[config.mk]
export PLATFORM = sky130hd
export DESIGN_NAME = weight_fetch_ctrl
export DESIGN_NICKNAME = d
export VERILOG_FILES = /design/src/rtl/weight_fetch_ctrl.sv
export SDC_FILE = /design/constraint.sdc
export NUM_CORES = 1
export LEC_CHECK = 0
export ABC_AREA = 1
export CAP_MARGIN = 20
export CORE_MARGIN = 3
export CORE_UTILIZATION = 48
export DETAILED_ROUTE_END_ITERATION = 7
export GPL_TIMING_DRIVEN = 0
export PLACE_DENSITY_LB_ADDON = 0.12
export SLEW_MARGIN = 10
export SYNTH_ARGS = -nofsm -noshare
export SYNTH_HDL_FRONTEND = slang
export SYNTH_SLANG_ARGS = --single-unit
[constraint.sdc]
create_clock -name CLK -period 2.4 [get_ports CLK]
set_clock_uncertainty 0.1 [all_clocks]
set_input_delay 0.48 -clock CLK [delete_from_list [all_inputs] [get_ports CLK]]
set_output_delay 0.48 -clock CLK [all_outputs]
set_load 0.02 [all_outputs]
[src/rtl/weight_fetch_ctrl.sv]
// Weight BRAM sequencer: streams host words into the BRAM (load pass) and reads
// them back in order into a 2-entry buffer feeding the MAC (fetch pass).
module weight_fetch_ctrl #(
    parameter int DEPTH  = 28,
    parameter int ADDR_W = 5,
    parameter int DATA_W = 16
) (
    input  logic              CLK,
    input  logic              RST_N,
    input  logic              START,
    input  logic              LOAD_START,
    input  logic [DATA_W-1:0] HOST_DI,
    input  logic              HOST_VALID,
    output logic              HOST_READY,
    output logic [ADDR_W-1:0] BRAM_ADDR,
    output logic              BRAM_EN,
    output logic              BRAM_WE,
    output logic [DATA_W-1:0] BRAM_DI,
    input  logic [DATA_W-1:0] BRAM_DO,
    output logic [DATA_W-1:0] W_DATA,
    output logic [ADDR_W-1:0] W_IDX,
    output logic              W_VALID,
    output logic              W_LAST,
    input  logic              W_READY,
    output logic              BUSY,
    output logic              DONE
);
    typedef enum logic [1:0] {
        S_IDLE  = 2'd0,
        S_LOAD  = 2'd1,
        S_FETCH = 2'd2
    } state_t;

    localparam logic [ADDR_W:0]   CNT_END  = (ADDR_W+1)'(DEPTH);
    localparam logic [ADDR_W:0]   CNT_LAST = (ADDR_W+1)'(DEPTH - 1);
    localparam logic [ADDR_W-1:0] IDX_LAST = ADDR_W'(DEPTH - 1);

    state_t            state;
    state_t            state_next;
    logic [ADDR_W:0]   wr_cnt;
    logic [ADDR_W:0]   rd_cnt;
    logic [DATA_W-1:0] fifo_data [2];
    logic [ADDR_W-1:0] fifo_idx  [2];
    logic              rd_ptr;
    logic              wr_ptr;
    logic [1:0]        fifo_count;
    logic              done_q;
    logic              pop;
    logic              issue;
    logic              load_wr;
    logic              load_last;
    logic              fetch_last;

    assign W_VALID    = (fifo_count != 2'd0);
    assign W_DATA     = fifo_data[rd_ptr];
    assign W_IDX      = fifo_idx[rd_ptr];
    assign W_LAST     = W_VALID && (W_IDX == IDX_LAST);
    assign DONE       = done_q;
    assign pop        = W_VALID && W_READY;
    assign load_wr    = (state == S_LOAD) && HOST_VALID;
    assign load_last  = load_wr && (wr_cnt == CNT_LAST);
    assign fetch_last = pop && W_LAST;

    // A read lands in the buffer at the posedge closing its issue cycle, so the
    // buffer occupancy already accounts for every earlier issue.
    assign issue = (state == S_FETCH) && (rd_cnt < CNT_END) &&
                   ((fifo_count < 2'd2) || pop);

    always_ff @(posedge CLK or negedge RST_N) begin
        if (!RST_N) state <= S_IDLE;
        else        state <= state_next;
    end

    always_comb begin
        state_next = state;
        case (state)
            S_IDLE: begin
                if (LOAD_START)  state_next = S_LOAD;
                else if (START)  state_next = S_FETCH;
            end
            S_LOAD:  if (load_last)  state_next = S_IDLE;
            S_FETCH: if (fetch_last) state_next = S_IDLE;
            default: state_next = S_IDLE;
        endcase
    end

    always_comb begin
        HOST_READY = 1'b0;
        BUSY       = (state != S_IDLE);
        BRAM_EN    = 1'b0;
        BRAM_WE    = 1'b0;
        BRAM_ADDR  = '0;
        BRAM_DI    = '0;
        case (state)
            S_LOAD: begin
                HOST_READY = 1'b1;
                if (HOST_VALID) begin
                    BRAM_EN   = 1'b1;
                    BRAM_WE   = 1'b1;
                    BRAM_ADDR = wr_cnt[ADDR_W-1:0];
                    BRAM_DI   = HOST_DI;
                end
            end
            S_FETCH: begin
                if (issue) begin
                    BRAM_EN   = 1'b1;
                    BRAM_ADDR = rd_cnt[ADDR_W-1:0];
                end
            end
            default: ;
        endcase
    end

    // Counters idle at zero so every pass starts from address 0.
    always_ff @(posedge CLK or negedge RST_N) begin
        if (!RST_N) begin
            wr_cnt <= '0;
            rd_cnt <= '0;
        end else if (state == S_IDLE) begin
            wr_cnt <= '0;
            rd_cnt <= '0;
        end else begin
            if (load_wr && (wr_cnt < CNT_END)) wr_cnt <= wr_cnt + 1'b1;
            if (issue)                         rd_cnt <= rd_cnt + 1'b1;
        end
    end

    always_ff @(posedge CLK or negedge RST_N) begin
        if (!RST_N) begin
            for (int i = 0; i < 2; i++) begin
                fifo_data[i] <= '0;
                fifo_idx[i]  <= '0;
            end
            rd_ptr     <= 1'b0;
            wr_ptr     <= 1'b0;
            fifo_count <= 2'd0;
        end else begin
            if (issue) begin
                fifo_data[wr_ptr] <= BRAM_DO;
                fifo_idx[wr_ptr]  <= rd_cnt[ADDR_W-1:0];
                wr_ptr            <= ~wr_ptr;
            end
            if (pop) rd_ptr <= ~rd_ptr;
            fifo_count <= fifo_count + {1'b0, issue} - {1'b0, pop};
        end
    end

    always_ff @(posedge CLK or negedge RST_N) begin
        if (!RST_N) done_q <= 1'b0;
        else        done_q <= load_last || fetch_last;
    end
endmodule

# Yosys cells after proc, flatten, opt, wreduce, memory -nomap -nowiden
# Index checks and enable logic that the tools add are counted.
# classes
n_mux	31
eq_ne	7
magnitude_cmp	6
div	0
bitwise	4
n_mul	0
shift	0
addsub	4
n_reduce_logical	17
# ops
op	n
2-to-1 mux 16 bit	6
bitwise mux 32 bit	1
2-to-1 mux 5 bit	6
2-to-1 mux 6 bit	4
demux 16 bit (select 1 bit)	1
adder 6 x 1 -> 6 bit, second input constant	2
< comparator 6 x 5 -> 1 bit, second input constant	2
bitwise mux 10 bit	1
case mux 5 bit (2 select lines)	1
logical AND 1 bit	9
2-to-1 mux 2 bit	4
nonzero test 2 bit	4
equality test 6 x 5 -> 1 bit, second input constant	1
case mux 2 bit (3 select lines)	1
demux 5 bit (select 1 bit)	1
equality test 5 bit, second input constant	1
>= comparator 2 bit, second input constant	2
2-to-1 mux 1 bit	4
inequality test 2 bit, second input constant	2
NOT 1 -> 2 bit	2
inequality test 3 bit, second input constant	1
AND reduction 3 bit	1
adder 2 x 1 -> 2 bit	1
equality test 2 x 1 -> 1 bit, second input constant	1
8 further kinds	10
# word_totals
output_inout_bits	49
n_memories	0
in_bits	38
ram_bits	0
elab_cells	80
rom_bits	0
latchBits	0
register_bits	61

# Depth between registers and ports, before layout
# depth
ltp_word	9
mapped_depth	11
depth_no_buf	10

# Worst setup path before layout
# Ideal clock, no wire load.
# synth_timing
path_type	register to output
from	register state[1]
to	output port BRAM_ADDR[1]
path_stages_with_launch	7
n_path_buf	0
arrival_time_ps	1571
required_ps	1820
path_slack_ps	249
path_cell_list	dfrtp_1 > inv_1 > ha_1 > nand2_2 > inv_2 > nand2_1 > a21oi_1
# synth_between
elab_chain_len	5
word_cells_on_any_way	6
classes_between	eq/ne (2); mux (2); reduce/logical (2)
# synth_lines
item	line	rtl
start: declaration	38	state_t state;
start signal: assignment	71	else state <= state_next;
equality test 2 bit	66, 94	
logical AND 1 bit (2 in a row)	66	assign issue = (state == S_FETCH) && (rd_cnt < CNT_END) &&
2-to-1 mux 5 bit	105	if (issue) begin
case mux 5 bit (2 select lines) (*)	94	case (state)
end: declaration	15	output logic [ADDR_W-1:0] BRAM_ADDR,
# Mark *: on every way between the ends. The rest lies on a longest branch, timed or not.

# Final worst setup path
# layout_timing
from	register state[0]
to	output port BRAM_EN
# layout_between
elab_chain_len	5
word_cells_on_any_way	6
classes_between	eq/ne (2); mux (2); reduce/logical (2)
# layout_lines
item	line	rtl
equality test 2 bit	66, 94	
logical AND 1 bit (2 in a row)	66	
2-to-1 mux 1 bit	105	
case mux 1 bit (2 select lines) (*)	94	
end: declaration	16	output logic BRAM_EN,
# Marks and branches as above.

==> flow_metrics.tcl <==
set metrics [dict create \
    grt_use_total_pct 22.38 \
    p_sw_share_pct 41.48 \
    drc 0 \
    syn_area_sq_um 3153 \
    relSlewSlack_pct 50.34 \
    slowest_stage "dfrtp_2" \
    syn_avg_cell_area_sq_um 7.942 \
    power_w 0.005009 \
    max_stage_delay_ns 0.43 \
    start_util_pct 51.43 \
    worstReg2RegStart "state[0]$_DFFE_PN0P_" \
    grt_pass1_vias 2861 \
    seq_power_share_pct 31.4 \
    hold_slack_ns 0.1019 \
    area_growth_pct 40.99 \
    crit_fanout 10 \
    reg2reg_depth 11 \
    setup.worst_path.end_class "output port" \
    critPathBufInv 3 \
    synth_compound_area_share_pct 14.13 \
    cp.depth 8 \
    viasPerCell 4.978 \
    fin_crit_sh_pct 98.17 \
    crit_type "reg2out" \
    synth_top_area_share_pct 48.41 \
    p_leak_nw 2.264 \
    synth_largest_area_cell "dfrtp_1" \
    regToRegSetupSlack_ns 0.28 \
    crit_chain "inv_2 -> ha_4 -> nand2_4 -> a21oi_4 -> nand2_4 -> buf_4 -> a21oi_1 -> buf_4" \
    io_pins 87 \
    first_pass_iters 4 \
    hold_class "in2async" \
    synth.area.top_cells "dfrtp_1, nand2_1, o21ai_0" \
    yosysSeqAreaShare_pct 48.41 \
    portBuffers 86 \
    synth_top_flop_cell "dfrtp_1" \
    cp-endpoint "BRAM_EN" \
    vias 2907 \
    antenna_left 0 \
    period_needed_ns 2.356 \
    clockPowerShare_pct 20.8 \
    die_h_um 87.05 \
    worstPathRequired_ns 1.82 \
    worstReg2RegEnd "fifo_count[1]$_DFF_PN0_" \
    crit_start "state[0]$_DFFE_PN0P_" \
    async_flop_share_pct 100.0 \
    synth_common_cells "nand2_1, dfrtp_1, inv_1" \
    grt_start_max_net_pins 62 \
    synth.most_common_cell "nand2_1" \
    ys_warn_count 0 \
    yosys.area_share.simple_pct 22.42 \
    path_clk_slew_ns 0.07 \
    globalRouteMet2Util_pct 35.27 \
    routabilityCongestion 0.8692 \
    synth_seq_cells 61 \
    arrival_ns 1.78 \
    status "finished, final reports clean" \
    syn_nets 442 \
    synth_top_family_by_area "simple AND/OR/NAND/NOR gates" \
    die-area_sq_um 7578 \
    clock_sinks 61 \
    grt_use_met3_pct 5.582 \
    synthAdderAreaFrac_pct 2.778 \
    vdd_drop_max_mv 0.6406 \
    grt-ovfl-total 0 \
    dpl.hpwl_um 5453 \
    numCtsBuffers 9 \
    fin_nets 549 \
    netlist_instances 397 \
    antenna_found_initial 0 \
    antenna_cells 0 \
    core.rowCount 28 \
    comb_power_share_pct 47.9 \
    core_sq_um 6131 \
    htreeDepth 3 \
    synth-edff-count 0 \
    clk_latency_ns 0.35 \
    cp_top_family "buffers and inverters" \
    maxCapViolCount 0 \
    drive_gt1_share_pct 18.07 \
    busiest_layer "met2" \
    cts_tree "done" \
    synth_mux_area_share_pct 0 \
    tightest_slew_ns 0.7448 \
    fmax_mhz 424.5 \
    clk_path_buf_depth 2 \
    grt_pass1_wl_um 13310 \
    yosys.area_share.xor_xnor_pct 1.389 \
    use_met1_pct 30.47 \
    cts_root_buf "clkbuf_8" \
    routedWlPerCell_um 13.95 \
    finalWirelength_um 8146 \
    setup_viol 0 \
    intPower_w 0.002931 \
    powerDensity_nw_per_um2 1127 \
    die_x_um 87.05 \
    slew_viol_final 0 \
    startpoint_type "register" \
    finalHoldViolations 0 \
    synth.distinct_cells 29 \
    first_iter_violations 176 \
    power.switching_w 0.002078 \
]
## sequential cells by signal (all words and copies together) (netlist names)
name        cells
fifo_data      32
fifo_idx       10
rd_cnt          6
wr_cnt          6
fifo_count      2
state           2
DONE            1
rd_ptr          1
wr_ptr          1
## layout by cell type, fill, tap and decap left out, types with 5 or more instances in the layout
cell type / count
dfrtp_1: 59
nor3_1: 7
a21oi_1: 6
nand2_4: 6
nand3_1: 7
buf_2: 7
inv_1: 57
o21ai_1: 8
inv_2: 5
o21ai_0: 51
nor2_1: 26
dlygate4sd2_1: 23
clkdlybuf4s15_2: 9
o21ai_2: 6
clkdlybuf4s50_1: 42
buf_4: 18
buf_6: 5
ha_1: 5
nand2_1: 111
clkbuf_8: 11
## through the flow
step / setup slack [ns] / util [%] / cells / TNS [ns] / instance area, sq um
after global routing: -0.01984 / 72.51 / 584 / -0.02386 / 4446
final: 0.04402 / 72.51 / 584 / 0 / 4446
after floorplan: 0.2495 / - / 397 / 0 / 3153
after detailed placement: -0.5891 / 66.96 / 558 / -7.085 / 4105
after CTS: 0.002694 / 71.71 / 581 / 0 / 4397
after global placement: -1.205 / 67.00 / 558 / -80.04 / 4108
## layer usage
layer | up-vias | part of all wire, %
li1 | 1441 | -
met1 | 1349 | 43
met2 | 106 | 48
met3 | 11 | 7.8
met4 | 0 | 1.1
met5 | - | 0
## kinds of logic (layout without fill, tap and decap cells)
family | after synthesis | after routing
adders and majority gates | 7 | 7
buffers and inverters | 80 | 192
AOI/OAI and AO/OA | 79 | 79
DFF | 61 | 61
and+or+nand+nor | 165 | 165
xor gates and xnor gates | 5 | 5
## how the worst min path moves through the flow
stage	slack, ns	cells past startpoint	endpoint
finish	0.10	1	fifo_data[29]$_DFFE_PN0P_
global route	0.16	1	fifo_data[30]$_DFFE_PN0P_
CTS	0.13	1	fifo_data[30]$_DFFE_PN0P_
detailed placement	0.36	2	rd_cnt[5]$_DFFE_PN0P_
global placement	0.36	2	rd_cnt[5]$_DFFE_PN0P_
floorplan	0.08	0	DONE$_DFF_PN0_
## power by group through the flow
stage / Clock, W / Combinational [W] / Sequential [W]
floorplan: 0 / 0.00146 / 0.00152
global placement: 0 / 0.00234 / 0.00156
detailed placement: 0 / 0.00239 / 0.00157
CTS: 0.00105 / 0.00235 / 0.00156
global route: 0.00110 / 0.00266 / 0.00161
finish: 0.00104 / 0.00240 / 0.00157
## cell type report
| cell class | instances | area, sq um |
|---|---|---|
| fill | 477 | 1685 |
| sequential | 61 | 1529 |
| multi-input combinational | 256 | 1345 |
| timing repair buffer | 96 | 893.4 |
| inverter | 64 | 245.2 |
| clock buffer | 12 | 155.1 |
| buffer | 16 | 113.9 |
| tap | 75 | 93.84 |
| clock inverter | 4 | 70.07 |
## timing repair
action,4_1_cts,5_1_grt
pin swaps,4,3
hold endpoints to repair,0,0
resized for setup,99,23
hold buffers,0,0
gates cloned,0,0
endpoints found under the setup margin,42,34
setup buffers,7,4
No activity file was read; power rests on OpenSTA's default activity.
